File: src/rtl/charge_request_scheduler_pkg.sv
// Shared definitions for the charge request scheduler: slot geometry,
// one-hot FSM state encoding and slot/coordinate helpers.
package bujin_sched_pkg;

   localparam int N_SLOT = 16;
   localparam int SLOT_W = 4;

   // One-hot state encoding; any other pattern is treated as illegal.
   typedef enum logic [4:0] {
      S_IDLE      = 5'b00001,
      S_ISSUE     = 5'b00010,
      S_WAIT_ACK  = 5'b00100,
      S_WAIT_DONE = 5'b01000,
      S_GAP       = 5'b10000
   } state_t;

   typedef struct packed {
      logic [1:0] y;
      logic [1:0] x;
   } xy_t;

   // Slot s sits at column s[1:0], row s[3:2] of the 4x4 grid.
   function automatic xy_t slot_to_xy(input logic [SLOT_W-1:0] slot);
      xy_t v_xy;
      v_xy.x = slot[1:0];
      v_xy.y = slot[3:2];
      return v_xy;
   endfunction

   // Single-bit mask selecting one slot in a request vector.
   function automatic logic [N_SLOT-1:0] slot_onehot(input logic [SLOT_W-1:0] slot);
      logic [N_SLOT-1:0] v_oh;
      v_oh = {{(N_SLOT-1){1'b0}}, 1'b1} << slot;
      return v_oh;
   endfunction

endpackage

File: src/rtl/charge_request_scheduler_if.sv
// Bundle between the slot request logic, the scheduler and the
// coordinate controller. master = scheduler side, slave = environment.
interface charge_request_scheduler_if;
   import bujin_sched_pkg::*;

   logic [N_SLOT-1:0] req_pulse;
   logic              coord_enable;
   logic              coord_cmd_valid;
   logic [1:0]        target_x;
   logic [1:0]        target_y;
   logic [N_SLOT-1:0] pending;
   logic              busy;
   logic [SLOT_W-1:0] active_slot;
   logic              done_pulse;
   logic [SLOT_W-1:0] done_slot;
   logic              err_timeout;

   modport master (
      input  req_pulse, coord_enable,
      output coord_cmd_valid, target_x, target_y, pending, busy,
             active_slot, done_pulse, done_slot, err_timeout
   );

   modport slave (
      output req_pulse, coord_enable,
      input  coord_cmd_valid, target_x, target_y, pending, busy,
             active_slot, done_pulse, done_slot, err_timeout
   );

endinterface

File: src/rtl/charge_request_scheduler_rr_arbiter.sv
// Combinational rotating priority encoder: picks the first set request
// at or after the pointer, wrapping from the top slot back to slot 0.
module rr_arbiter
   import bujin_sched_pkg::*;
(
   input  logic [N_SLOT-1:0] i_req,
   input  logic [SLOT_W-1:0] i_ptr,
   output logic [SLOT_W-1:0] o_grant,
   output logic              o_grant_valid
);

   logic [SLOT_W-1:0] w_idx;

   // Scan slots in rotated order; the first hit wins and later hits are ignored.
   always_comb begin
      o_grant       = {SLOT_W{1'b0}};
      o_grant_valid = 1'b0;
      w_idx         = {SLOT_W{1'b0}};
      for (int i = 0; i < N_SLOT; i++) begin
         w_idx = i_ptr + SLOT_W'(i);
         if (!o_grant_valid && i_req[w_idx]) begin
            o_grant       = w_idx;
            o_grant_valid = 1'b1;
         end else begin
            o_grant       = o_grant;
            o_grant_valid = o_grant_valid;
         end
      end
   end

endmodule

File: src/rtl/charge_request_scheduler.sv
// Charge request scheduler: queues per-slot service requests, grants them
// round-robin and runs one coordinate-controller job at a time
// (issue, wait for the controller to go busy, wait for it to finish, settle).
module charge_request_scheduler
   import bujin_sched_pkg::*;
#(
   parameter int ACK_TIMEOUT = 16,
   parameter int GAP_CYCLES  = 4
) (
   input  logic                        clk,
   input  logic                        rst_n,
   charge_request_scheduler_if.master  io_sched
);

   localparam int ACK_W = (ACK_TIMEOUT > 1) ? $clog2(ACK_TIMEOUT) : 1;
   localparam int GAP_W = (GAP_CYCLES  > 1) ? $clog2(GAP_CYCLES)  : 1;
   localparam logic [ACK_W-1:0] ACK_LAST = ACK_W'(ACK_TIMEOUT - 1);
   localparam logic [GAP_W-1:0] GAP_LAST = GAP_W'(GAP_CYCLES - 1);

   state_t            r_state;
   logic [N_SLOT-1:0] r_pending;
   logic [SLOT_W-1:0] r_rr_ptr;
   logic [SLOT_W-1:0] r_active_slot;
   logic [1:0]        r_target_x;
   logic [1:0]        r_target_y;
   logic              r_cmd_valid;
   logic              r_busy;
   logic              r_done_pulse;
   logic [SLOT_W-1:0] r_done_slot;
   logic              r_err_timeout;
   logic [ACK_W-1:0]  r_ack_cnt;
   logic [GAP_W-1:0]  r_gap_cnt;

   state_t            w_state_nxt;
   logic [N_SLOT-1:0] w_pending_nxt;
   logic [N_SLOT-1:0] w_grant_clear;
   logic [SLOT_W-1:0] w_rr_ptr_nxt;
   logic [SLOT_W-1:0] w_active_nxt;
   logic [1:0]        w_target_x_nxt;
   logic [1:0]        w_target_y_nxt;
   logic              w_cmd_valid_nxt;
   logic              w_done_pulse_nxt;
   logic [SLOT_W-1:0] w_done_slot_nxt;
   logic              w_err_timeout_nxt;
   logic [ACK_W-1:0]  w_ack_cnt_nxt;
   logic [GAP_W-1:0]  w_gap_cnt_nxt;
   logic [SLOT_W-1:0] w_grant;
   logic              w_grant_valid;
   xy_t               w_grant_xy;

   rr_arbiter u_rr_arbiter (
      .i_req         (r_pending),
      .i_ptr         (r_rr_ptr),
      .o_grant       (w_grant),
      .o_grant_valid (w_grant_valid)
   );

   assign w_grant_xy = slot_to_xy(w_grant);

   // Next-state and next-output logic; everything holds unless a state acts on it.
   always_comb begin
      w_state_nxt       = r_state;
      w_grant_clear     = {N_SLOT{1'b0}};
      w_rr_ptr_nxt      = r_rr_ptr;
      w_active_nxt      = r_active_slot;
      w_target_x_nxt    = r_target_x;
      w_target_y_nxt    = r_target_y;
      w_cmd_valid_nxt   = 1'b0;
      w_done_pulse_nxt  = 1'b0;
      w_done_slot_nxt   = r_done_slot;
      w_err_timeout_nxt = 1'b0;
      w_ack_cnt_nxt     = r_ack_cnt;
      w_gap_cnt_nxt     = r_gap_cnt;
      case (r_state)
         S_IDLE: begin
            // Do not start while the controller is busy on someone else's behalf.
            if (w_grant_valid && !io_sched.coord_enable) begin
               w_state_nxt     = S_ISSUE;
               w_active_nxt    = w_grant;
               w_target_x_nxt  = w_grant_xy.x;
               w_target_y_nxt  = w_grant_xy.y;
               w_grant_clear   = slot_onehot(w_grant);
               w_cmd_valid_nxt = 1'b1;
            end else begin
               w_state_nxt = S_IDLE;
            end
         end
         S_ISSUE: begin
            w_ack_cnt_nxt = {ACK_W{1'b0}};
            w_state_nxt   = S_WAIT_ACK;
         end
         S_WAIT_ACK: begin
            if (io_sched.coord_enable) begin
               w_state_nxt = S_WAIT_DONE;
            end else if (r_ack_cnt == ACK_LAST) begin
               // Controller never picked the command up: abandon it, no requeue.
               w_err_timeout_nxt = 1'b1;
               w_rr_ptr_nxt      = r_active_slot + 4'd1;
               w_gap_cnt_nxt     = {GAP_W{1'b0}};
               w_state_nxt       = S_GAP;
            end else begin
               w_ack_cnt_nxt = r_ack_cnt + 1'b1;
            end
         end
         S_WAIT_DONE: begin
            // Jobs take tens of seconds; no watchdog here by design.
            if (!io_sched.coord_enable) begin
               w_done_pulse_nxt = 1'b1;
               w_done_slot_nxt  = r_active_slot;
               w_rr_ptr_nxt     = r_active_slot + 4'd1;
               w_gap_cnt_nxt    = {GAP_W{1'b0}};
               w_state_nxt      = S_GAP;
            end else begin
               w_state_nxt = S_WAIT_DONE;
            end
         end
         S_GAP: begin
            if (r_gap_cnt == GAP_LAST) begin
               w_gap_cnt_nxt = {GAP_W{1'b0}};
               w_state_nxt   = S_IDLE;
            end else begin
               w_gap_cnt_nxt = r_gap_cnt + 1'b1;
            end
         end
         default: begin
            w_state_nxt = S_IDLE;
         end
      endcase
      // A new request in the grant cycle survives the clear.
      w_pending_nxt = (r_pending & ~w_grant_clear) | io_sched.req_pulse;
   end

   // State and registered-output update; reset clears everything at once.
   always_ff @(posedge clk or negedge rst_n) begin
      if (!rst_n) begin
         r_state       <= S_IDLE;
         r_pending     <= {N_SLOT{1'b0}};
         r_rr_ptr      <= {SLOT_W{1'b0}};
         r_active_slot <= {SLOT_W{1'b0}};
         r_target_x    <= 2'd0;
         r_target_y    <= 2'd0;
         r_cmd_valid   <= 1'b0;
         r_busy        <= 1'b0;
         r_done_pulse  <= 1'b0;
         r_done_slot   <= {SLOT_W{1'b0}};
         r_err_timeout <= 1'b0;
         r_ack_cnt     <= {ACK_W{1'b0}};
         r_gap_cnt     <= {GAP_W{1'b0}};
      end else begin
         r_state       <= w_state_nxt;
         r_pending     <= w_pending_nxt;
         r_rr_ptr      <= w_rr_ptr_nxt;
         r_active_slot <= w_active_nxt;
         r_target_x    <= w_target_x_nxt;
         r_target_y    <= w_target_y_nxt;
         r_cmd_valid   <= w_cmd_valid_nxt;
         r_busy        <= (w_state_nxt != S_IDLE);
         r_done_pulse  <= w_done_pulse_nxt;
         r_done_slot   <= w_done_slot_nxt;
         r_err_timeout <= w_err_timeout_nxt;
         r_ack_cnt     <= w_ack_cnt_nxt;
         r_gap_cnt     <= w_gap_cnt_nxt;
      end
   end

   assign io_sched.coord_cmd_valid = r_cmd_valid;
   assign io_sched.target_x        = r_target_x;
   assign io_sched.target_y        = r_target_y;
   assign io_sched.pending         = r_pending;
   assign io_sched.busy            = r_busy;
   assign io_sched.active_slot     = r_active_slot;
   assign io_sched.done_pulse      = r_done_pulse;
   assign io_sched.done_slot       = r_done_slot;
   assign io_sched.err_timeout     = r_err_timeout;

endmodule

File: src/flat_wrapper.sv
// flat-port wrapper written by rule: the top's interface ports become plain ports
module charge_request_scheduler_flat import bujin_sched_pkg::*;
#(
   parameter int ACK_TIMEOUT = 16,
   parameter int GAP_CYCLES  = 4
)
  (clk, rst_n, io_sched_req_pulse, io_sched_coord_enable, io_sched_coord_cmd_valid, io_sched_target_x, io_sched_target_y, io_sched_pending, io_sched_busy, io_sched_active_slot, io_sched_done_pulse, io_sched_done_slot, io_sched_err_timeout);
  charge_request_scheduler_if io_sched_i ();
  input  logic clk;
  input  logic rst_n;
  input wire logic [$bits(io_sched_i.req_pulse)-1:0] io_sched_req_pulse;
  input wire logic [$bits(io_sched_i.coord_enable)-1:0] io_sched_coord_enable;
  output wire logic [$bits(io_sched_i.coord_cmd_valid)-1:0] io_sched_coord_cmd_valid;
  output wire logic [$bits(io_sched_i.target_x)-1:0] io_sched_target_x;
  output wire logic [$bits(io_sched_i.target_y)-1:0] io_sched_target_y;
  output wire logic [$bits(io_sched_i.pending)-1:0] io_sched_pending;
  output wire logic [$bits(io_sched_i.busy)-1:0] io_sched_busy;
  output wire logic [$bits(io_sched_i.active_slot)-1:0] io_sched_active_slot;
  output wire logic [$bits(io_sched_i.done_pulse)-1:0] io_sched_done_pulse;
  output wire logic [$bits(io_sched_i.done_slot)-1:0] io_sched_done_slot;
  output wire logic [$bits(io_sched_i.err_timeout)-1:0] io_sched_err_timeout;
  assign io_sched_i.req_pulse = io_sched_req_pulse;
  assign io_sched_i.coord_enable = io_sched_coord_enable;
  assign io_sched_coord_cmd_valid = io_sched_i.coord_cmd_valid;
  assign io_sched_target_x = io_sched_i.target_x;
  assign io_sched_target_y = io_sched_i.target_y;
  assign io_sched_pending = io_sched_i.pending;
  assign io_sched_busy = io_sched_i.busy;
  assign io_sched_active_slot = io_sched_i.active_slot;
  assign io_sched_done_pulse = io_sched_i.done_pulse;
  assign io_sched_done_slot = io_sched_i.done_slot;
  assign io_sched_err_timeout = io_sched_i.err_timeout;
  charge_request_scheduler #(.ACK_TIMEOUT(ACK_TIMEOUT), .GAP_CYCLES(GAP_CYCLES)) u_core (.clk(clk), .rst_n(rst_n), .io_sched(io_sched_i));
endmodule
File: config.mk
export PLATFORM = sky130hd
export DESIGN_NAME = charge_request_scheduler_flat
export DESIGN_NICKNAME = d
export VERILOG_FILES = /design/src/rtl/charge_request_scheduler_pkg.sv /design/src/rtl/charge_request_scheduler_if.sv /design/src/rtl/charge_request_scheduler_rr_arbiter.sv /design/src/rtl/charge_request_scheduler.sv /design/src/flat_wrapper.sv
export SDC_FILE = /design/constraint.sdc
export NUM_CORES = 1
export LEC_CHECK = 0
export CAP_MARGIN = 20
export CORE_ASPECT_RATIO = 1.1
export CORE_MARGIN = 2
export CORE_UTILIZATION = 50
export CTS_CLUSTER_SIZE = 25
export DETAILED_ROUTE_END_ITERATION = 8
export DONT_BUFFER_PORTS = 1
export PLACE_DENSITY_LB_ADDON = 0.05
export SLEW_MARGIN = 20
export SYNTH_ARGS = -nofsm -noshare
export SYNTH_HDL_FRONTEND = slang
export SYNTH_SLANG_ARGS = --single-unit
File: constraint.sdc
create_clock -name clk -period 5.9 [get_ports clk]
set_input_delay 1.18 -clock clk [delete_from_list [all_inputs] [get_ports clk]]
set_output_delay 1.18 -clock clk [all_outputs]
set_load 0.005 [all_outputs]
==> metrics.txt, run 1 <==
Required @ worst endpoint 6030 ps; synthesized netlist net count 540; Final Wtd Congestion 0.942; io pins 51; number of sinks driven by the clock tree 43; highest clock rate 208 MHz; final-layout worst hold slack 511 ps; maximum level of the CTS H-tree 2; clock root cell sky130_fd_sc_hd__clkbuf_8; Mapped Cells 511; total number of vias 4161; Final Cycle Share 0.814; number of nets in the finished design 521; Rows 37; total core area 9350 sq um; VDD IR max 0.291 mV; core utilization of the finished layout 0.520; clock latency of the later-clocked register in the worst-skew pair 290 ps; max capacitance violation total 0; placed wire-length estimate 10900 um; total negative setup slack 0 ps; DR WL/cell 24.1 um; Initial Util 0.515; Least-Margin Pin Slew 1050 ps; min setup slack post-route 1100 ps; post-layout instance area 4870 sq um; buffer levels on the longest clock path 2; list of cells traversed by the critical path clkinv_1 -> buf_4 -> ha_1 -> mux4_2 -> mux2i_2 -> mux2_2 -> a21oi_1 -> o21ai_0 -> nand4b_1 -> o2111ai_1 -> a31oi_1 -> nor2_1 -> a41oi_1; final hold violations 0; synthesized cell area 4810 sq um; placed cell count 602; result of the run completed; placement-stage cell area 4780 sq um; first-pass GRT wire length 23600 um; count of antenna diodes in the layout 0; final total power 2.92 mW; Setup Skew 4.86 ps; global routing usage summed across all routing layers 0.291; fraction of registers with async set/reset 1.00; standard cell with the maximum stage delay on the critical path sky130_fd_sc_hd__ha_1; Cell Count, Final, Fillers Out 610; Power Dens Cells 600 nW/um^2; initial drt markers 235; # fillers 900; CTS tree built; Final min period 4800 ps; layout cell share with drive strength beyond 1 0.201; pin count of the biggest net entering global routing 44; total routed wirelength 14700 um; Worst Path Class, Setup reg -> reg; Rel. slew slack 0.294; Buffers on Ports 0; die boundary height 107 um; placement-stage worst setup slack 1160 ps; cts bufs inserted 5; post-synthesis average cell area 9.42 sq um; Max stage delay on crit path 800 ps; detailed-route DRC error count 0; Setup violations, final 0; critical path startpoint category flop; Routed Antenna Nets 0; area delta synth->final 1.07%; clock-pin transition on the worst setup and hold timing paths 80 ps; peak fanout along the critical path 19; die outline area 10400 sq um; part of the Yosys area used for sequential elements 0.224; first-pass iteration count of the detailed router 5; Hold/Removal Path Class reg -> reg; chip width 97.6 um; flops & latches, synth 43; number of pins with negative max-slew slack in the final report 0; RSZ-0062 raised after global routing no; setup repair bufs after CTS 0; Top delay family on crit path compound AO/OA/AOI/OAI gates; post-cts repair resize count 0; primary flip-flop cell chosen by synthesis mapping sky130_fd_sc_hd__dfrtp_1; number of antenna violations at the first check in global routing 0; Post-synth EDFFs 0; reported leakage power 1.81 nW; worst path arrival time 4930 ps; Synthesis Warnings 0; endpoint kind of the worst setup timing path flop; cts hold-fix bufs 0; overall overflow remaining after global route 0; via count of the first global-routing pass 4194; count of buffer and inverter cells on the critical path 2; number of unique standard cell types used by synthesis 86; Vias/cell 6.82
-- synthesized netlist by cell type (all sizes together) (2+ instances only) --
cell | count | area [sq um]
o311a | 2 | 20.0
or4 | 2 | 15.0
nand2b | 13 | 81.3
ha | 10 | 125
and3 | 6 | 37.5
and2 | 9 | 62.6
buf | 24 | 199
inv | 26 | 97.6
nor3 | 18 | 106
mux4 | 31 | 706
a211oi | 3 | 22.5
nor2 | 53 | 199
nor2b | 5 | 31.3
o32ai | 2 | 17.5
o21ai | 15 | 75.1
a21oi | 21 | 116
o31ai | 3 | 22.5
nand3 | 10 | 55.1
a211o | 3 | 26.3
a41oi | 16 | 185
xor2 | 8 | 70.1
clkbuf | 9 | 33.8
nand3b | 4 | 42.5
o211ai | 4 | 30.0
xnor2 | 8 | 77.6
a221o | 2 | 20.0
mux2 | 22 | 251
o2111ai | 2 | 17.5
nand2 | 49 | 186
o22ai | 3 | 18.8
o2bb2ai | 2 | 17.5
a31oi | 7 | 43.8
nor4 | 5 | 46.3
nand4 | 8 | 56.3
dfrtp | 42 | 1050
mux2i | 26 | 313
or2 | 5 | 31.3
nor4b | 2 | 17.5
a22o | 4 | 35.0
a22oi | 4 | 30.0
-- power breakdown --
group          leakage [nW]  switching, mW  internal (mW)
logic                  1.28           1.36          0.842
clock network        0.0477         0.0998         0.0811
registers             0.482          0.159          0.372
total                  1.81           1.62           1.30
-- flip-flops by register name (all words and copies together) (netlist names) --
name	count
u_core.io_sched.active_slot	1
u_core.io_sched.busy	1
u_core.io_sched.coord_cmd_valid	1
u_core.io_sched.done_pulse	1
u_core.io_sched.done_slot	4
u_core.io_sched.err_timeout	1
u_core.io_sched.pending	16
u_core.io_sched.target_x	1
u_core.io_sched.target_y	2
u_core.r_ack_cnt	4
u_core.r_gap_cnt	2
u_core.r_rr_ptr	4
u_core.r_state	5
-- path summary, 6_finish.rpt --
| kind | start | endpoint | slack, ps | cells past startpoint |
|---|---|---|---|---|
| setup / recovery | u_core.r_rr_ptr[1] | u_core.io_sched.pending[3] | 1100 | 13 |
| setup reg to reg | u_core.r_rr_ptr[1] | u_core.io_sched.pending[3] | 1100 | 13 |
| hold / removal | u_core.io_sched.done_slot[3] | u_core.io_sched.done_slot[3] | 510 | 2 |
| hold reg to reg | u_core.io_sched.done_slot[3] | u_core.io_sched.done_slot[3] | 510 | 2 |
| min in group asynchronous | rst_n | u_core.r_gap_cnt[1] | 570 | 0 |
| max in group asynchronous | rst_n | u_core.r_state[0] | 5140 | 0 |
-- cells in the final DEF (no fill, tap or decap), drive strengths merged, types with 16 or more instances in the layout --
master and count:
a21oi 21, a41oi 16, dfrtp 42, inv 26
mux2 22, mux2i 26, mux4 31, nand2 49
nor2 53, nor3 18
-- final cells by class --
type | count | area [sq um] | share of cell area
clock buffer | 5 | 68.8 | 0.0141
multi-input combinational | 408 | 3400 | 0.699
tap | 117 | 146 | 0.0301
inverter | 27 | 101 | 0.0208
sequential | 43 | 1080 | 0.222
clock inverter | 3 | 15.0 | 0.00309
timing repair buffer | 7 | 52.6 | 0.0108
-- worst register-to-register path: stages (launching register included) --
cell	delay [ps]
sky130_fd_sc_hd__dfrtp_1	360
sky130_fd_sc_hd__clkinv_1	80
sky130_fd_sc_hd__buf_4	230
sky130_fd_sc_hd__ha_1	810
sky130_fd_sc_hd__mux4_2	430
sky130_fd_sc_hd__mux2i_2	370
sky130_fd_sc_hd__mux2_2	320
sky130_fd_sc_hd__a21oi_1	150
sky130_fd_sc_hd__o21ai_0	550
sky130_fd_sc_hd__nand4b_1	190
sky130_fd_sc_hd__o2111ai_1	130
sky130_fd_sc_hd__a31oi_1	180
sky130_fd_sc_hd__nor2_1	600
sky130_fd_sc_hd__a41oi_1	240
-- cells by family (layout without fill, tap and decap cells) --
logic type / Yosys count / after routing / share of synthesized area
compound gates: 109 / 109 / 0.177
mux: 79 / 79 / 0.264
fa+ha+maj: 10 / 10 / 0.0260
buf+inv: 60 / 42 / 0.0694
xor+xnor: 16 / 16 / 0.0307
flops: 43 / 43 / 0.224
simple gates: 194 / 194 / 0.209
-- layer usage --
layer / part of all wire / routed length [um] / up-vias / track usage
li1: - / - / 1896 / -
met1: 0.38 / 5660 / 2013 / 0.365
met2: 0.47 / 6910 / 189 / 0.468
met3: 0.083 / 1220 / 63 / 0.0515
met4: 0.063 / 922 / 0 / 0.180
met5: 0 / 0 / - / 0
No activity file was read; power rests on OpenSTA's default activity.
==> run 2: changes to the inputs <==
==> constraint.sdc (replaced) <==
create_clock -name clk -period 4 [get_ports clk]
set_input_delay 0.8 -clock clk [delete_from_list [all_inputs] [get_ports clk]]
set_output_delay 0.8 -clock clk [all_outputs]
set_load 0.005 [all_outputs]
==> run 2 against run 1 <==
Against the previous run: clock skew grew 3.9 ps; global-route usage grew 0.73 points; clock-buffer cell count grew 1; sequential power grew 47%; critical path type unchanged.
==> metrics.txt, run 2 (synthesis gave the netlist of run 1 again) <==
maximum level of the CTS H-tree 2; first-pass iteration count of the detailed router 5; global routing usage summed across all routing layers 0.298; Worst Path Class, Setup reg -> reg; Hold/Removal Path Class in -> async; buffer levels on the longest clock path 2; initial drt markers 328; Setup violations, final 0; overall overflow remaining after global route 0; register-to-register setup slack 100 ps; final-layout worst hold slack 185 ps; Power Dens Cells 926 nW/um^2; io pins 51; CTS tree built; total number of vias 4383; number of pins with negative max-slew slack in the final report 0; list of cells traversed by the critical path inv_2 -> ha_1 -> buf_12 -> mux2i_1 -> mux4_2 -> o211a_1 -> and3_1 -> o32a_1 -> a211o_1 -> a22oi_1 -> a22oi_2 -> nor2_2 -> a41oi_1; Final Cycle Share 0.974; wire length on met2 7260 um; VDD IR max 0.583 mV; clock-pin transition on the worst setup and hold timing paths 80 ps; DR WL met3 1080 um; detailed-route DRC error count 0; total routed wirelength 15100 um; Buffers on Ports 0; critical path startpoint category flop; clock latency of the later-clocked register in the worst-skew pair 300 ps; number of nets in the finished design 566; final hold violations 0; first-pass GRT wire length 24300 um; die boundary height 107 um; Top delay family on crit path compound AO/OA/AOI/OAI gates; area delta synth->final 12.0%; number of antenna violations at the first check in global routing 0; worst reg2reg path endpoint u_core.io_sched.pending[0]; reported leakage power 2.08 nW; placed wire-length estimate 11200 um; count of antenna diodes in the layout 0; clock root cell sky130_fd_sc_hd__clkbuf_8; flip-flop count of the largest register, all copies and words added 16; Rel. slew slack 0.315; Routed Antenna Nets 0; number of sinks driven by the clock tree 43; core utilization of the finished layout 0.577; standard cell with the maximum stage delay on the critical path sky130_fd_sc_hd__mux4_2; worst path arrival time 4050 ps; Max stage delay on crit path 560 ps; Vias/cell 6.69; DR WL/cell 23.1 um; path depth of the worst reg2reg path 13; Setup Skew 8.80 ps; pin count of the biggest net entering global routing 44; met1 WL 6080 um; die outline area 10400 sq um; count of buffer and inverter cells on the critical path 2; layout cell share with drive strength beyond 1 0.305; Required @ worst endpoint 4150 ps; via count of the first global-routing pass 4433; peak fanout along the critical path 23; Final Wtd Congestion 0.906; highest clock rate 257 MHz; Initial Util 0.515; cts bufs inserted 5; Least-Margin Pin Slew 1020 ps; highest routed metal layer met4; Final min period 3900 ps; FF-to-FF Start u_core.r_rr_ptr[0]; result of the run completed; total core area 9350 sq um; cts hold-fix bufs 0; most common cell after layout, fill and taps aside sky130_fd_sc_hd__buf_4; Rows 37; max capacitance violation total 0; commonest cells after routing, fill and taps aside 49 x sky130_fd_sc_hd__buf_4, 48 x sky130_fd_sc_hd__nor2_1, 48 x sky130_fd_sc_hd__nand2_1, 41 x sky130_fd_sc_hd__dfrtp_1, 29 x sky130_fd_sc_hd__mux4_2; chip width 97.6 um; RSZ-0062 raised after global routing yes; endpoint kind of the worst setup timing path flop
-- run 2: cell types whose count changed in the layout (fill, tap and decap cells not counted), sizes merged --
cell,delta
buf,+45
bufinv,+1
clkbuf,+1
clkinv,-2
-- run 2: timing repair --
item,4_1_cts,5_1_grt
buffers inserted,0,5
gates resized for setup,4,20
endpoints found under the setup margin,16,17
pin swaps,0,6
-- run 2: final cells by class --
cell class	instances	area, sq um
Clock buffer	6	82.6
Clock inverter	2	35.0
Fill cell	836	3960
Inverter	27	103
Multi-Input combinational cell	408	3520
Sequential cell	43	1080
Tap cell	117	146
Timing Repair Buffer	52	428
-- run 2: worst reg2reg max path, delay by kind of cell (launching register included) --
family | cells | cell delay, ps
DFF | 1 | 400
buffers and inverters | 2 | 220
AOI/OAI and AO/OA | 6 | 1570
adders and majority gates | 1 | 320
and+or+nand+nor | 2 | 470
muxes | 2 | 750
-- run 2: per-layer routing --
metal,GRT usage,up-vias
met3,0.0430,45
met5,0,-
met4,0.152,0
met1,0.389,2143
li1,-,1984
met2,0.486,211
-- run 2: power breakdown --
part | switching, mW | total (mW) | internal (mW)
Combinational | 2.15 | 3.87 | 1.72
Clock | 0.144 | 0.346 | 0.202
Sequential | 0.234 | 0.783 | 0.549
-- run 2: worst max-delay path by stage --
stage,to,cells past startpoint,from
floorplan,u_core.io_sched.pending[6],16,u_core.r_rr_ptr[1]
global placement,u_core.io_sched.pending[3],14,u_core.r_rr_ptr[1]
detailed placement,u_core.io_sched.pending[1],14,u_core.r_rr_ptr[1]
CTS,u_core.io_sched.pending[0],13,u_core.r_rr_ptr[0]
global route,u_core.io_sched.pending[0],13,u_core.r_rr_ptr[0]
finish,u_core.io_sched.pending[0],13,u_core.r_rr_ptr[0]
-- run 2: through the flow --
step	worst slack (ps)	setup TNS [ps]	area, sq um	instances	power [mW]
after floorplan	21.4	0	4840	511	3.29
after global placement	-68.2	-491	5140	642	4.36
after detailed placement	-76.1	-424	5140	642	4.38
after CTS	23.2	0	5280	650	4.77
after global routing	-26.3	-72.0	5390	655	5.32
final	103	0	5390	655	5.00
